## src/rtl/cpu_8bit_pkg.sv

```systemverilog
// cpu_8bit_pkg: opcodes, sequencer states and the control word shared by the control unit
package cpu_8bit_pkg;

    typedef enum logic [3:0] {
        OP_NOP = 4'h0,
        OP_LDA = 4'h1,
        OP_LDB = 4'h2,
        OP_STA = 4'h3,
        OP_ALU = 4'h4,
        OP_JMP = 4'h5,
        OP_JZ  = 4'h6,
        OP_JC  = 4'h7,
        OP_LDI = 4'h8,
        OP_HLT = 4'hF
    } opcode_t;

    typedef enum logic [3:0] {
        RST, FETCH_A, FETCH_D, DECODE, OPA_A, OPA_D,
        EXEC_LD, EXEC_ST, EXEC_ALU, IMM, JUMP, SKIP, HALT
    } state_t;

    typedef struct packed {
        logic       a_wrtn;
        logic       a_rdn;
        logic       b_wrtn;
        logic       b_rdn;
        logic       ir_wrtn;
        logic       ir_rdn;
        logic       mar_wrtn;
        logic       mem_rdn;
        logic       mem_wrtn;
        logic       pc_cntn;
        logic       pc_den;
        logic       pc_din;
        logic [3:0] alu_opcode;
        logic       cin;
        logic       alu_sel;
        logic       alu_flag_sel;
        logic       halted;
        logic       illegal;
    } ctrl_word_t;

    localparam ctrl_word_t CTRL_IDLE = '{
        a_wrtn: 1'b1, a_rdn: 1'b1, b_wrtn: 1'b1, b_rdn: 1'b1,
        ir_wrtn: 1'b1, ir_rdn: 1'b1, mar_wrtn: 1'b1, mem_rdn: 1'b1,
        mem_wrtn: 1'b1, pc_cntn: 1'b1, pc_den: 1'b0, pc_din: 1'b0,
        alu_opcode: 4'h0, cin: 1'b0, alu_sel: 1'b0, alu_flag_sel: 1'b0,
        halted: 1'b0, illegal: 1'b0
    };

    function automatic logic is_illegal(input logic [3:0] op);
        return op inside {[4'h9:4'hE]};
    endfunction

endpackage

```

## src/rtl/ctrl_word_decode.sv

```systemverilog
// ctrl_word_decode: control word asserted while the sequencer occupies a given state
module ctrl_word_decode
    import cpu_8bit_pkg::*;
(
    input  state_t     state,
    input  logic [7:0] ir,
    output ctrl_word_t ctrl
);

    opcode_t op;
    assign op = opcode_t'(ir[7:4]);

    always_comb begin
        ctrl = CTRL_IDLE;
        case (state)
            FETCH_A, OPA_A: begin
                ctrl.pc_den   = 1'b1;
                ctrl.mar_wrtn = 1'b0;
            end
            FETCH_D: begin
                ctrl.mem_rdn = 1'b0;
                ctrl.ir_wrtn = 1'b0;
                ctrl.pc_cntn = 1'b0;
            end
            DECODE: ctrl.illegal = is_illegal(ir[7:4]);
            OPA_D: begin
                ctrl.mem_rdn  = 1'b0;
                ctrl.mar_wrtn = 1'b0;
                ctrl.pc_cntn  = 1'b0;
            end
            EXEC_LD: begin
                ctrl.mem_rdn = 1'b0;
                ctrl.a_wrtn  = op != OP_LDA;
                ctrl.b_wrtn  = op == OP_LDA;
            end
            EXEC_ST: begin
                ctrl.a_rdn    = 1'b0;
                ctrl.mem_wrtn = 1'b0;
            end
            EXEC_ALU: begin
                ctrl.alu_sel      = 1'b1;
                ctrl.a_wrtn       = 1'b0;
                ctrl.alu_flag_sel = 1'b1;
                ctrl.alu_opcode   = ir[3:0];
                ctrl.cin          = 1'b0;
            end
            IMM: begin
                ctrl.mem_rdn = 1'b0;
                ctrl.a_wrtn  = 1'b0;
                ctrl.pc_cntn = 1'b0;
            end
            JUMP: begin
                ctrl.mem_rdn = 1'b0;
                ctrl.pc_din  = 1'b1;
            end
            SKIP: ctrl.pc_cntn = 1'b0;
            HALT: ctrl.halted = 1'b1;
            default: ;
        endcase
    end

endmodule

```

## src/rtl/control_sequencer.sv

```systemverilog
// control_sequencer: fetch/decode/execute FSM driving every datapath control strobe
module control_sequencer
    import cpu_8bit_pkg::*;
#(
    parameter bit ILLEGAL_HALT = 1'b0
) (
    input  logic       i_clk,
    input  logic       i_rst,
    input  logic [7:0] i_ir_data,
    input  logic       i_zr,
    input  logic       i_co,
    output logic       o_a_wrtn,
    output logic       o_a_rdn,
    output logic       o_b_wrtn,
    output logic       o_b_rdn,
    output logic       o_ir_wrtn,
    output logic       o_ir_rdn,
    output logic       o_mar_wrtn,
    output logic       o_mem_rdn,
    output logic       o_mem_wrtn,
    output logic       o_pc_cntn,
    output logic       o_pc_den,
    output logic       o_pc_din,
    output logic [3:0] o_alu_opcode,
    output logic       o_cin,
    output logic       o_alu_sel,
    output logic       o_alu_flag_sel,
    output logic       o_halted,
    output logic       o_illegal
);

    state_t     state, state_nx;
    ctrl_word_t ctrl, ctrl_nx;
    opcode_t    op;

    assign op = opcode_t'(i_ir_data[7:4]);

    always_comb begin
        state_nx = FETCH_A;
        case (state)
            FETCH_A: state_nx = FETCH_D;
            FETCH_D: state_nx = DECODE;
            DECODE: begin
                case (op)
                    OP_NOP:                                 state_nx = FETCH_A;
                    OP_LDA, OP_LDB, OP_STA, OP_JMP, OP_LDI: state_nx = OPA_A;
                    OP_ALU:                                 state_nx = EXEC_ALU;
                    OP_JZ:                                  state_nx = i_zr ? OPA_A : SKIP;
                    OP_JC:                                  state_nx = i_co ? OPA_A : SKIP;
                    OP_HLT:                                 state_nx = HALT;
                    default:                                state_nx = ILLEGAL_HALT ? HALT : FETCH_A;
                endcase
            end
            OPA_A: state_nx = (op inside {OP_LDA, OP_LDB, OP_STA}) ? OPA_D : (op == OP_LDI) ? IMM : JUMP;
            OPA_D: state_nx = (op == OP_STA) ? EXEC_ST : EXEC_LD;
            HALT:  state_nx = HALT;
            default: state_nx = FETCH_A;
        endcase
    end

    // Decoding the next state lets the registered word line up with the state it belongs to.
    ctrl_word_decode u_decode (
        .state (state_nx),
        .ir    (i_ir_data),
        .ctrl  (ctrl_nx)
    );

    always_ff @(posedge i_clk) begin
        state <= i_rst ? RST : state_nx;
        ctrl  <= i_rst ? CTRL_IDLE : ctrl_nx;
    end

    assign o_a_wrtn       = ctrl.a_wrtn;
    assign o_a_rdn        = ctrl.a_rdn;
    assign o_b_wrtn       = ctrl.b_wrtn;
    assign o_b_rdn        = ctrl.b_rdn;
    assign o_ir_wrtn      = ctrl.ir_wrtn;
    assign o_ir_rdn       = ctrl.ir_rdn;
    assign o_mar_wrtn     = ctrl.mar_wrtn;
    assign o_mem_rdn      = ctrl.mem_rdn;
    assign o_mem_wrtn     = ctrl.mem_wrtn;
    assign o_pc_cntn      = ctrl.pc_cntn;
    assign o_pc_den       = ctrl.pc_den;
    assign o_pc_din       = ctrl.pc_din;
    assign o_alu_opcode   = ctrl.alu_opcode;
    assign o_cin          = ctrl.cin;
    assign o_alu_sel      = ctrl.alu_sel;
    assign o_alu_flag_sel = ctrl.alu_flag_sel;
    assign o_halted       = ctrl.halted;
    assign o_illegal      = ctrl.illegal;

endmodule

```

## config.mk

```make
export PLATFORM = sky130hd
export DESIGN_NAME = control_sequencer
export DESIGN_NICKNAME = d
export VERILOG_FILES = /design/src/rtl/cpu_8bit_pkg.sv /design/src/rtl/ctrl_word_decode.sv /design/src/rtl/control_sequencer.sv
export SDC_FILE = /design/constraint.sdc
export NUM_CORES = 1
export LEC_CHECK = 0
export ABC_AREA = 1
export BUFFER_PORTS_ARGS = -buffer_cell sky130_fd_sc_hd__buf_4
export CORE_ASPECT_RATIO = 0.75
export CORE_MARGIN = 8
export CORE_UTILIZATION = 41
export DETAILED_ROUTE_END_ITERATION = 8
export GPL_ROUTABILITY_DRIVEN = 0
export GPL_TIMING_DRIVEN = 1
export PLACE_DENSITY_LB_ADDON = 0.12
export SYNTH_ARGS = -nofsm -noshare
export SYNTH_HDL_FRONTEND = slang
export SYNTH_HIERARCHICAL = 1
export SYNTH_SLANG_ARGS = --single-unit
```

## constraint.sdc

```tcl
create_clock -name i_clk -period 1.9 [get_ports i_clk]
set_input_delay 0.38 -clock i_clk [delete_from_list [all_inputs] [get_ports i_clk]]
set_output_delay 0.38 -clock i_clk [all_outputs]
set_load 0.02 [all_outputs]
```

* Word level (Yosys, flattened, before mapping) *
Cells that the tools add are included.

operators by class
  magnitude comparators = 2
  equal/unequal tests = 28
  multiplexer cells = 17
  bitwise gates (word level) = 3
  reduce and logical (&&, ||, !) cells = 11

operators with widths
  operator            number
  $eq 4x3->1 const B  10
  $eq 4x4->1 const B  8
  $eq 4x2->1 const B  6
  $pmux 4 s6          1
  $pmux 4 s5          1
  $eq 4x1->1 const B  3
  $mux 4              3
  $reduce_or 2->1     5
  $reduce_or 5->1     2
  $mux 1              9
  $ge 4x4->1 const B  1
  $le 4x4->1 const B  1
  $mux 2              2
  $ne 4x1->1 const B  1
  $reduce_or 4->1     1
  $not 1->1           3
  $reduce_bool 3->1   1
  $reduce_or 3->1     1
  $pmux 1 s2          1
  $logic_and 1x1->1   1

storage, ports and cells
  bits in registers = 22
  bits of input ports = 12
  output and inout bits = 21

* Depth between registers and ports, before layout *
  depth in word-level cells = 7
  mapped depth = 15

* Hierarchy *
Netlist, hierarchy kept.

modules (own cells, without submodules)
  module             instances  cells each  area an instance (um2)
  control_sequencer  1          141         1016.0
  ctrl_word_decode   1          63          276.5

* Least setup slack after synthesis *
OpenSTA, ideal clock, no wires.

  kind = input port to flip-flop
  start point = input port i_ir_data[4]
  end point = register ctrl (netlist bit o_pc_cntn)
  setup time = 0.123 ns
  arrival time = 1.642 ns
  required time = 1.777 ns
  setup slack = 0.134 ns
  stages on the path = 11
  path buffers = 0
  cell sequence = inv_1 > nand2_2 > nand2_2 > nand3_1 > o21ai_0 > nand2_1 > nor2_1 > nand2_2 > nand2_1 > nor2_1 > or2_2

RTL lines
  item                  RTL line                 RTL
  start, declared       control_sequencer.sv:9   input logic [7:0] i_ir_data,
  end signal, assigned  control_sequencer.sv:70  ctrl <= i_rst ? CTRL_IDLE : ctrl_nx;
  end, declared         control_sequencer.sv:33  ctrl_word_t ctrl, ctrl_nx;

==> flow_summary.yaml <==
status:
  status: "finished clean"
worst_setup_path:
  worstReg2RegEnd: "o_pc_cntn"
  crit_path_end: "o_pc_cntn"
  cp_max_fo: 5
  cp_cell_sequence: "inv_1 > nor2_4 > nand2_2 > a21oi_2 > a21oi_2 > nand2_1 > inv_1 > nor2_1 > nand2_2 > nand2_1 > nor2_1 > or2_2"
  reg2reg_depth: 12
  slowest_delay_ns: 0.36
  timing.rr.start: "state[2]"
  critPathLaunch: "state[2]"
  regToRegSetupSlack_ns: 0.11
  crit_type: "flip-flop to flip-flop"
  crit_required_ns: 2.06
  start_kind: "flip-flop"
  arrival_ns: 1.95
  end_kind: "flip-flop"
  critPathSlowestCell: "dfxtp_2"
clocking:
  clk_pin_slew_worst_paths_ns: 0.08
  post_cts_buffers: 0
  tritoncts: "yes"
  numCtsBuffers: 3
  hold_buffers: 0
  htree_levels: 1
  cts_max_path_buffers: 2
  cts.sinks: 25
  cts_root_buf: "clkbuf_8"
  clk_latency_ns: 0.27
route:
  drt_iter0_drc: 43
  ant_nets: 0
  drc: 0
  wire_per_inst_um: 9.599
  routed_wl_mm: 2.822
  via_count: 1238
  firstDrtPassIters: 4
  drt-vias-per-instance: 4.211
final_layout:
  nets: 269
  stdcell_count: 294
  drive_above_1_share_pct: 39.06
  syn_to_final_growth_pct: 39.11
  diodes: 0
  multiInputGateArea_um2: 648.1
  regArea_um2: 508.0
  nFillCells: 300
placed_design:
  place_hpwl_mm: 2.263
  dp_cells: 290
  io_buffers: 32
power:
  p_leak_uw: 0.0009410
  ir_worst_vdd_mv: 0.4543
  p_per_area_nw_per_um2: 1090
flow_run:
  drv_cap: 0
grt:
  antenna_found_initial: 0
  grt_use_total_pct: 10.93
  grt_pass1_wl_mm: 4.595
  grt_start_max_net_pins: 26
  overflow: 0
  grt_pass1_vias: 1069
worst_hold_path:
  worstHoldStart: "i_ir_data[0]"
  hold_class: "input port to flip-flop"
die:
  start_util_pct: 43.40
  dieArea_um2: 5224
  die_height_um: 64.63
  fp.dieW_um: 80.83
  core_area_um2: 2978
  core.rowCount: 17
  ios: 33
yosys:
  ys_warn_count: 6
  yosysSeqAreaShare_pct: 38.72
  synthTopCellsByArea: "dfxtp_1 39%, nand2_1 14%, nor2_1 12%"
  synth_area_um2: 1292
  yosysTopAreaCell: "dfxtp_1"
  synth_cell_types: 18
  ys_ff_latch: 25
  syn_area_per_cell_um2: 6.336
  syn_inst: 204
  synth_top_area_share_pct: 38.72
sta:
  fin_crit_sh_pct: 94.06
  hold_slack_ns: 0.3979
  min_period_ns: 1.787
  hold_viol_final: 0
  setup_viol_count_final: 0
  fmax_mhz: 559.6
  rsz0062_at_grt: "yes"
  clock_skew_ns: 0.004013
  finalMaxSlewViolations: 0
[cells in the final DEF (no fill, tap or decap), types with 2 or more instances in the layout]
| cell type | count |
|---|---|
| o21ai_1 | 3 |
| nand3_2 | 3 |
| nand2_2 | 7 |
| dfxtp_1 | 21 |
| nand3_1 | 7 |
| inv_2 | 6 |
| or2_2 | 10 |
| conb_1 | 3 |
| nor2_1 | 36 |
| dfxtp_2 | 3 |
| nor2_2 | 7 |
| a21oi_2 | 2 |
| clkbuf_8 | 3 |
| nand4_1 | 3 |
| nor2_4 | 2 |
| a21oi_1 | 4 |
| buf_4 | 54 |
| nand2_1 | 44 |
| inv_1 | 32 |
[routing by layer]
| layer | routed length [um] | GRT usage (%) |
|---|---|---|
| met1 | 1402 | 13.79 |
| met2 | 1083 | 15.28 |
| met3 | 315 | 6.198 |
| met4 | 21 | 3.333 |
| met5 | 0 | 0 |
[Yosys cell counts]
cell and count:
nand4_1 3, nor2_1 40, nand2_2 4, inv_1 34, inv_2 4, nand3_2 3
a21oi_1 6, dfxtp_1 25, nor2_2 5, nor3_1 2, nand2_1 47, buf_4 5
clkbuf_1 2, o211ai_1 1, or2_2 10, nand3_1 7, conb_1 2, o21ai_0 4
[per-stage QoR]
step	setup slack, ns	utilization, %	area (um2)	TNS, ns	power (uW)
final	0.1129	60.38	1798	0	1960
after global routing	-0.01603	60.38	1798	-0.02735	2111
after CTS	0.01319	58.78	1750	0	1892
after detailed placement	-0.1305	57.23	1704	-1.029	1574
after global placement	-0.1568	57.23	1704	-1.519	1580
after floorplan	0.1343	-	1296	0	1188
[how the worst min path moves through the flow]
stage | to | slack [ns] | depth (start not counted)
final | o_alu_opcode[0] | 0.40 | 5
after global routing | o_alu_opcode[3] | 0.40 | 5
after CTS | o_alu_opcode[0] | 0.40 | 5
after detailed placement | o_alu_opcode[0] | 0.68 | 5
after global placement | o_alu_opcode[0] | 0.68 | 5
after floorplan | o_mem_wrtn | 0.49 | 1
[cell type report]
type	instances	share of cell area, %
clock buffers	3	2.296
multi-input cells	135	36.05
flip-flops and latches	25	28.25
inverters	38	7.933
repair buffers	54	22.55
well taps	38	2.644
clock inverters	1	0.2784
[report_power, final]
group / internal, uW / total (uW) / switching, uW
registers: 606 / 646 / 39.8
logic: 450 / 1010 / 562
clock network: 146 / 304 / 157
[cell families after synthesis]
group	after synthesis	share of synthesized area (%)
buffers and inverters	45	14.52
AOI/OAI and AO/OA	11	4.453
DFF	25	38.72
other	2	0.5810
and+or+nand+nor	121	41.72
[sequential cells by signal, indices dropped and copies added (netlist names)]
name	count
o_alu_opcode	4
state	4
o_a_rdn	1
o_a_wrtn	1
o_alu_flag_sel	1
o_alu_sel	1
o_b_rdn	1
o_b_wrtn	1
o_cin	1
o_halted	1
o_illegal	1
o_ir_rdn	1
o_ir_wrtn	1
o_mar_wrtn	1
o_mem_rdn	1
o_mem_wrtn	1
o_pc_cntn	1
o_pc_den	1
o_pc_din	1
[worst max-delay path: cells and delay by family, from the launching register on]
kind | cells | cell delay [ns]
flip-flops | 1 | 0.36
AO/OA/AOI/OAI | 2 | 0.23
AND/OR/NAND/NOR | 8 | 0.92
buffers and inverters | 2 | 0.18
[repair_timing]
item | 4_1_cts | 5_1_grt
endpoints found under the setup margin | 1 | 15
gates cloned | 0 | 0
pin swaps | 0 | 1
hold endpoints to repair | 0 | 0
gates resized for setup | 1 | 21
Note: power is estimated with default switching activity, not from simulation.
